===== src/rtl/half_divisor_prog.sv =====
// Runtime-programmable clock divider: clk/N or clk/(N+0.5), with enable gating,
// ratio changes deferred to the period boundary, and illegal-divisor flagging.
module half_divisor_prog #(
    parameter int CNT_W    = 8,
    parameter int RST_DIV  = 3,
    parameter bit RST_HALF = 1'b1
) (
    input  logic             clk,
    input  logic             rst,
    input  logic             en,
    input  logic [CNT_W-1:0] div_int,
    input  logic             div_half,
    input  logic             cfg_load,
    output logic             clk_out,
    output logic             active,
    output logic             cfg_err
);
    localparam int CW = CNT_W + 1;

    logic [CW-1:0]    cnt, cnt_n;
    logic             active_n;
    logic [CNT_W-1:0] cfg_div, cfg_div_n;
    logic             cfg_half, cfg_half_n;
    logic             pend_v, pend_v_n;
    logic [CNT_W-1:0] pend_div, pend_div_n;
    logic             pend_half, pend_half_n;
    logic             load_ok;
    logic             wrap;
    logic             rise_q, rise_n;
    logic             fall_q, fall_n;
    logic [CW-1:0]    cur_div, cur_h;

    // Last counter value of one full pattern: N-1, or 2N in half mode.
    function automatic logic [CW-1:0] last_of(input logic [CNT_W-1:0] d, input logic h);
        if (h) return {d, 1'b0};
        else   return {1'b0, d} - CW'(1);
    endfunction

    // Pulse length in whole clk cycles.
    function automatic logic [CW-1:0] high_of(input logic [CNT_W-1:0] d, input logic h);
        if (h) return ({1'b0, d} + CW'(1)) >> 1;
        else   return {1'b0, d} >> 1;
    endfunction

    assign load_ok = cfg_load && (div_int >= CNT_W'(2));
    assign wrap    = active && (cnt == last_of(cfg_div, cfg_half));
    assign cur_div = {1'b0, cfg_div};
    assign cur_h   = high_of(cfg_div, cfg_half);

    always_comb begin
        cnt_n       = cnt + CW'(1);
        active_n    = active;
        cfg_div_n   = cfg_div;
        cfg_half_n  = cfg_half;
        pend_v_n    = pend_v;
        pend_div_n  = pend_div;
        pend_half_n = pend_half;
        if (!active) begin
            // Stopped: a legal load (or leftover pending) takes effect at once.
            cnt_n    = '0;
            active_n = en;
            pend_v_n = 1'b0;
            if (load_ok) begin
                cfg_div_n  = div_int;
                cfg_half_n = div_half;
            end else if (pend_v) begin
                cfg_div_n  = pend_div;
                cfg_half_n = pend_half;
            end
        end else if (wrap) begin
            // A load presented in the wrap cycle waits for the following wrap.
            cnt_n    = '0;
            active_n = en;
            if (pend_v) begin
                cfg_div_n  = pend_div;
                cfg_half_n = pend_half;
            end
            pend_v_n    = load_ok;
            pend_div_n  = div_int;
            pend_half_n = div_half;
        end else if (load_ok) begin
            pend_v_n    = 1'b1;
            pend_div_n  = div_int;
            pend_half_n = div_half;
        end
        rise_n = active_n && (cnt_n < high_of(cfg_div_n, cfg_half_n));
    end

    // Half-cycle flop: odd-N extension of pulse A, or pulse B in half mode.
    always_comb begin
        fall_n = 1'b0;
        if (active) begin
            if (cfg_half) fall_n = (cnt >= cur_div) && (cnt < cur_div + cur_h);
            else          fall_n = cfg_div[0] && (cnt == cur_h - CW'(1));
        end
    end

    always_ff @(posedge clk or posedge rst) begin
        if (rst) begin
            cnt       <= '0;
            active    <= 1'b0;
            cfg_div   <= CNT_W'(RST_DIV);
            cfg_half  <= RST_HALF;
            pend_v    <= 1'b0;
            pend_div  <= '0;
            pend_half <= 1'b0;
            cfg_err   <= 1'b0;
            rise_q    <= 1'b0;
        end else begin
            cnt       <= cnt_n;
            active    <= active_n;
            cfg_div   <= cfg_div_n;
            cfg_half  <= cfg_half_n;
            pend_v    <= pend_v_n;
            pend_div  <= pend_div_n;
            pend_half <= pend_half_n;
            cfg_err   <= cfg_load && (div_int < CNT_W'(2));
            rise_q    <= rise_n;
        end
    end

    always_ff @(negedge clk or posedge rst) begin
        if (rst) fall_q <= 1'b0;
        else     fall_q <= fall_n;
    end

    assign clk_out = rise_q | fall_q;

endmodule


===== config.mk =====
export PLATFORM = sky130hd
export DESIGN_NAME = half_divisor_prog
export DESIGN_NICKNAME = d
export VERILOG_FILES = /design/src/rtl/half_divisor_prog.sv
export SDC_FILE = /design/constraint.sdc
export NUM_CORES = 1
export LEC_CHECK = 0
export BUFFER_PORTS_ARGS = -buffer_cell sky130_fd_sc_hd__buf_2
export CAP_MARGIN = 20
export CORE_ASPECT_RATIO = 1.4
export CORE_MARGIN = 2
export CORE_UTILIZATION = 54
export DETAILED_ROUTE_END_ITERATION = 6
export GPL_ROUTABILITY_DRIVEN = 0
export PLACE_DENSITY = 0.71
export SETUP_SLACK_MARGIN = 0.2
export SYNTH_ARGS = -nofsm -noshare
export SYNTH_HDL_FRONTEND = slang
export SYNTH_SLANG_ARGS = --single-unit

===== constraint.sdc =====
create_clock -name clk -period 5 [get_ports clk]
set_input_delay 0.25 -clock clk [delete_from_list [all_inputs] [get_ports clk]]
set_output_delay 0.25 -clock clk [all_outputs]
set_load 0.01 [all_outputs]

Word level (Yosys, flattened, before mapping)
Cells that the tools add are included.
- add/sub/neg operators: 6
- order comparisons: 5
- equal/unequal tests: 3
- multiplexer cells: 24
- bitwise gates (word level): 1
- reduce and logical (&&, ||, !) cells: 8
- operators by type and width (cell ; count):
    8-bit two-way mux ; 8
    9-bit two-way mux ; 3
    8-bit by 1-bit adder with 9-bit output, second input constant ; 2
    9-bit == test ; 2
    9-bit < comparator ; 2
    8-bit by 1-bit subtractor with 9-bit output, second input constant ; 2
    1-bit two-way mux ; 13
    8-bit by 8-bit adder with 9-bit output ; 1
    9-bit by 1-bit adder with 9-bit output, second input constant ; 1
    9-bit by 8-bit >= comparator with 1-bit output ; 1
    8-bit by 2-bit >= comparator with 1-bit output, second input constant ; 1
    8-bit by 2-bit < comparator with 1-bit output, second input constant ; 1
    1-bit logical AND ; 6
    3-bit by 1-bit != test with 1-bit output, second input constant ; 1
    2-bit AND reduction ; 1
    2-bit nonzero test ; 1
    1-bit bitwise OR ; 1
- register bits: 32

Depth between registers and ports, before layout
- word-level depth: 10
- depth in mapped cells: 20

==> flow_metrics.py <==
metrics = {
    "pwr": {
        "leakagePower_nw": 1.88,
        "power.total_mw": 1.24,
        "power.ir.vdd_worst_mv": 0.234,
        "power_density_mw_per_mm2": 305,
    },
    "floorplan": {
        "floorplan.rows": 34,
        "num_io_pins": 16,
        "core_area_mm2": 0.00613,
        "die_height_um": 97.6,
        "die_w_um": 70.9,
        "start_util_pct": 55.2,
        "die_area_mm2": 0.00692,
    },
    "placement": {
        "numPortBuffers": 15,
        "dp.final_hpwl_mm": 7.08,
        "place_inst": 513,
    },
    "min_path": {
        "holdCritPathClass": "primary input to async pin",
    },
    "clock_tree": {
        "clock_tree_from_tritoncts": "built",
        "clk_latency_ns": 0.29,
        "max-clock-path-buffers": 2,
        "htreeDepth": 2,
        "clk_slew_on_worst_s_h_paths_ns": 0.07,
        "clock_tree.root_cell": "sky130_fd_sc_hd__clkbuf_8",
        "post_cts_hold_buffer_count": 0,
        "tritoncts.num_buffers": 5,
        "clock-sinks": 32,
    },
    "sta": {
        "worstMarginPinSlew_ns": 0.802,
        "hold_violations": 0,
        "grt_setup_unrepaired": "yes",
        "setup_viol_count_final": 1,
        "finClkSkew_ns": 0.00909,
        "timing.final.max_slew_violations": 0,
        "tns_ns": -0.966,
        "relSlewSlack_pct": 46.1,
        "fin_ws_ns": -0.966,
    },
    "global_route": {
        "grt_pass1_wl_mm": 14.9,
        "via_count_of_the_first_global_routing_pass": 3137,
        "global_route.overflow_total": 0,
        "gr-usage-all-layers_pct": 27.3,
        "grt_start_max_net_pins": 33,
        "grt_antenna_before_repair": 0,
    },
    "detailed_routing": {
        "detailed_route_via_count": 3106,
        "routed_wirelength_mm": 8.97,
        "detailedRoute.firstIterationViolations": 114,
        "drt_drc_violations_left": 0,
        "first_pass_iters": 5,
        "number_of_nets_still_failing_antenna_checks_after_routing": 0,
        "wl_per_cell_um": 17.1,
        "via_per_inst": 5.93,
    },
    "worst_setup_path": {
        "timing.setup.critical_path_class": "register to register",
        "required_ns": 2.81,
        "crit_arrival_ns": 3.78,
        "cell_by_cell_listing_of_the_critical_path": "inv_2 > ha_4 > mux2i_4 > inv_2 > ha_4 > inv_2 > fa_2 > ha_4 > a21o_1 > a21o_1 > a21o_1 > a21oi_2 > nor2b_1 > o21ai_1 > a21oi_1 > or4_1 > a21oi_1",
        "type_of_origin_of_the_critical_path": "register",
        "critical_path_top_delay_cell": "sky130_fd_sc_hd__dfstp_2",
        "cp-end-kind": "register",
        "critPathMaxFanout": 4,
        "timing.critical_path.slowest_cell_delay_ns": 0.60,
    },
    "outcome": {
        "status": "complete, but fails checks",
        "violations": "negative setup slack",
    },
    "logic_synthesis": {
        "synth_nets": 450,
        "netlist_instances": 401,
        "async_flop_share_pct": 100,
        "synth_edf_count": 0,
        "synth-seq-cells": 32,
        "yosys_warnings": 0,
        "top_reg_cell_synth": "sky130_fd_sc_hd__dfrtp_1",
        "synth_cell_types": 64,
        "synth_sequential_area_ratio_pct": 23.8,
        "netlist_area_before_placement_mm2": 0.00338,
        "syn_avg_cell_area_um2": 8.43,
    },
    "final_layout": {
        "layout_nets": 500,
        "finish.utilization_pct": 66.2,
        "mostFrequentLayoutCells": "sky130_fd_sc_hd__buf_4, sky130_fd_sc_hd__ha_1, sky130_fd_sc_hd__nor2_1, sky130_fd_sc_hd__dfrtp_1, sky130_fd_sc_hd__xnor2_1",
        "layout_commonest_cell": "sky130_fd_sc_hd__buf_4",
        "final-instance-count-excl-fill": 524,
        "antenna_cells_inserted": 0,
        "fillerInstances": 495,
        "area_growth_pct": 19.9,
        "post_route_cells_drive_above_1_share_pct": 26.8,
    },
    "job": {
        "cap_viol_max_count": 0,
    },
}
[where the power goes]
part / internal [mW] / switching [mW] / total [mW]
Clock: 0.126 / 0.0975 / 0.223
Combinational: 0.334 / 0.336 / 0.670
Sequential: 0.293 / 0.0499 / 0.343
[cells by family after synthesis]
logic type | count (synthesis) | share of synthesized area, %
and+or+nand+nor | 130 | 21.4
AOI/OAI and AO/OA | 98 | 19.9
buffers and inverters | 48 | 5.55
xor gates and xnor gates | 40 | 10.4
adders and majority gates | 36 | 13.5
DFF | 32 | 23.8
muxes | 17 | 5.40
[critical path, delay by kind of cell (launching register included)]
| kind | cells | cell delay (ns) |
|---|---|---|
| fa+ha+maj | 4 | 1.16 |
| flops | 1 | 0.60 |
| compound gates | 7 | 0.92 |
| mux | 1 | 0.07 |
| simple gates | 2 | 0.56 |
| buf+inv | 3 | 0.18 |
[registers in the layout, summed over array words and instances, names as in the netlist]
name       cells
rise_q         1
cfg_half       1
fall_q         1
pend_v         1
active         1
pend_half      1
cfg_div        8
pend_div       8
cfg_err        1
cnt            9
[cell usage after synthesis (7+ instances only)]
library cell	count	area (µm²)
sky130_fd_sc_hd__a21o_1	16	120
sky130_fd_sc_hd__a21oi_1	21	105
sky130_fd_sc_hd__clkbuf_1	15	56.3
sky130_fd_sc_hd__dfrtp_1	28	701
sky130_fd_sc_hd__ha_1	35	438
sky130_fd_sc_hd__inv_1	27	101
sky130_fd_sc_hd__mux2_2	10	113
sky130_fd_sc_hd__mux2i_1	7	70.1
sky130_fd_sc_hd__nand2_1	23	86.3
sky130_fd_sc_hd__nand2b_1	7	43.8
sky130_fd_sc_hd__nand3_1	21	105
sky130_fd_sc_hd__nand4_1	7	43.8
sky130_fd_sc_hd__nor2_1	29	109
sky130_fd_sc_hd__o21ai_0	22	110
sky130_fd_sc_hd__xnor2_1	27	236
sky130_fd_sc_hd__xor2_1	13	114
[routing by layer]
metal  track usage (%)  routed length (µm)
met1              30.7                3570
met2              48.0                4530
met3              2.80                 310
met4              17.4                 552
met5                 0                   0
[what timing repair did]
item,4_1_cts,5_1_grt
setup buffers,3,0
hold endpoints to repair,0,0
endpoints found under the setup margin,1,1
gates resized for setup,7,15
pin swaps,8,19
[stage by stage]
step	instance area [µm²]	hold WS [ns]	worst slack [ns]
2_1_floorplan	3440	0.364	-1.02
3_3_place_gp	3840	0.350	-0.915
3_5_place_dp	3840	0.360	-1.07
4_1_cts	3990	0.0511	-0.996
5_1_grt	4060	0.0821	-1.16
6_report	4060	0.0349	-0.966
[area by class of cell]
class	instances	area (µm²)	share of cell area (%)
tap	72	90.1	2.22
multi-input combinational	321	2510	62.0
sequential	32	805	19.8
clock buffer	8	100	2.47
timing repair buffer	64	447	11.0
inverter	27	101	2.50
[path summary, 6_finish.rpt]
kind | to | slack (ns) | from | cells past startpoint
setup / recovery | fall_q | -0.97 | cfg_div[1] | 17
hold / removal | cnt[7] | 0.03 | rst | 3
setup reg to reg | fall_q | -0.97 | cfg_div[1] | 17
hold reg to reg | pend_div[3] | 0.52 | pend_div[3] | 1
max in group asynchronous | fall_q | 2.26 | rst | 3
min in group clk | active | 0.20 | en | 2
(Power assumes the default switching activity.)
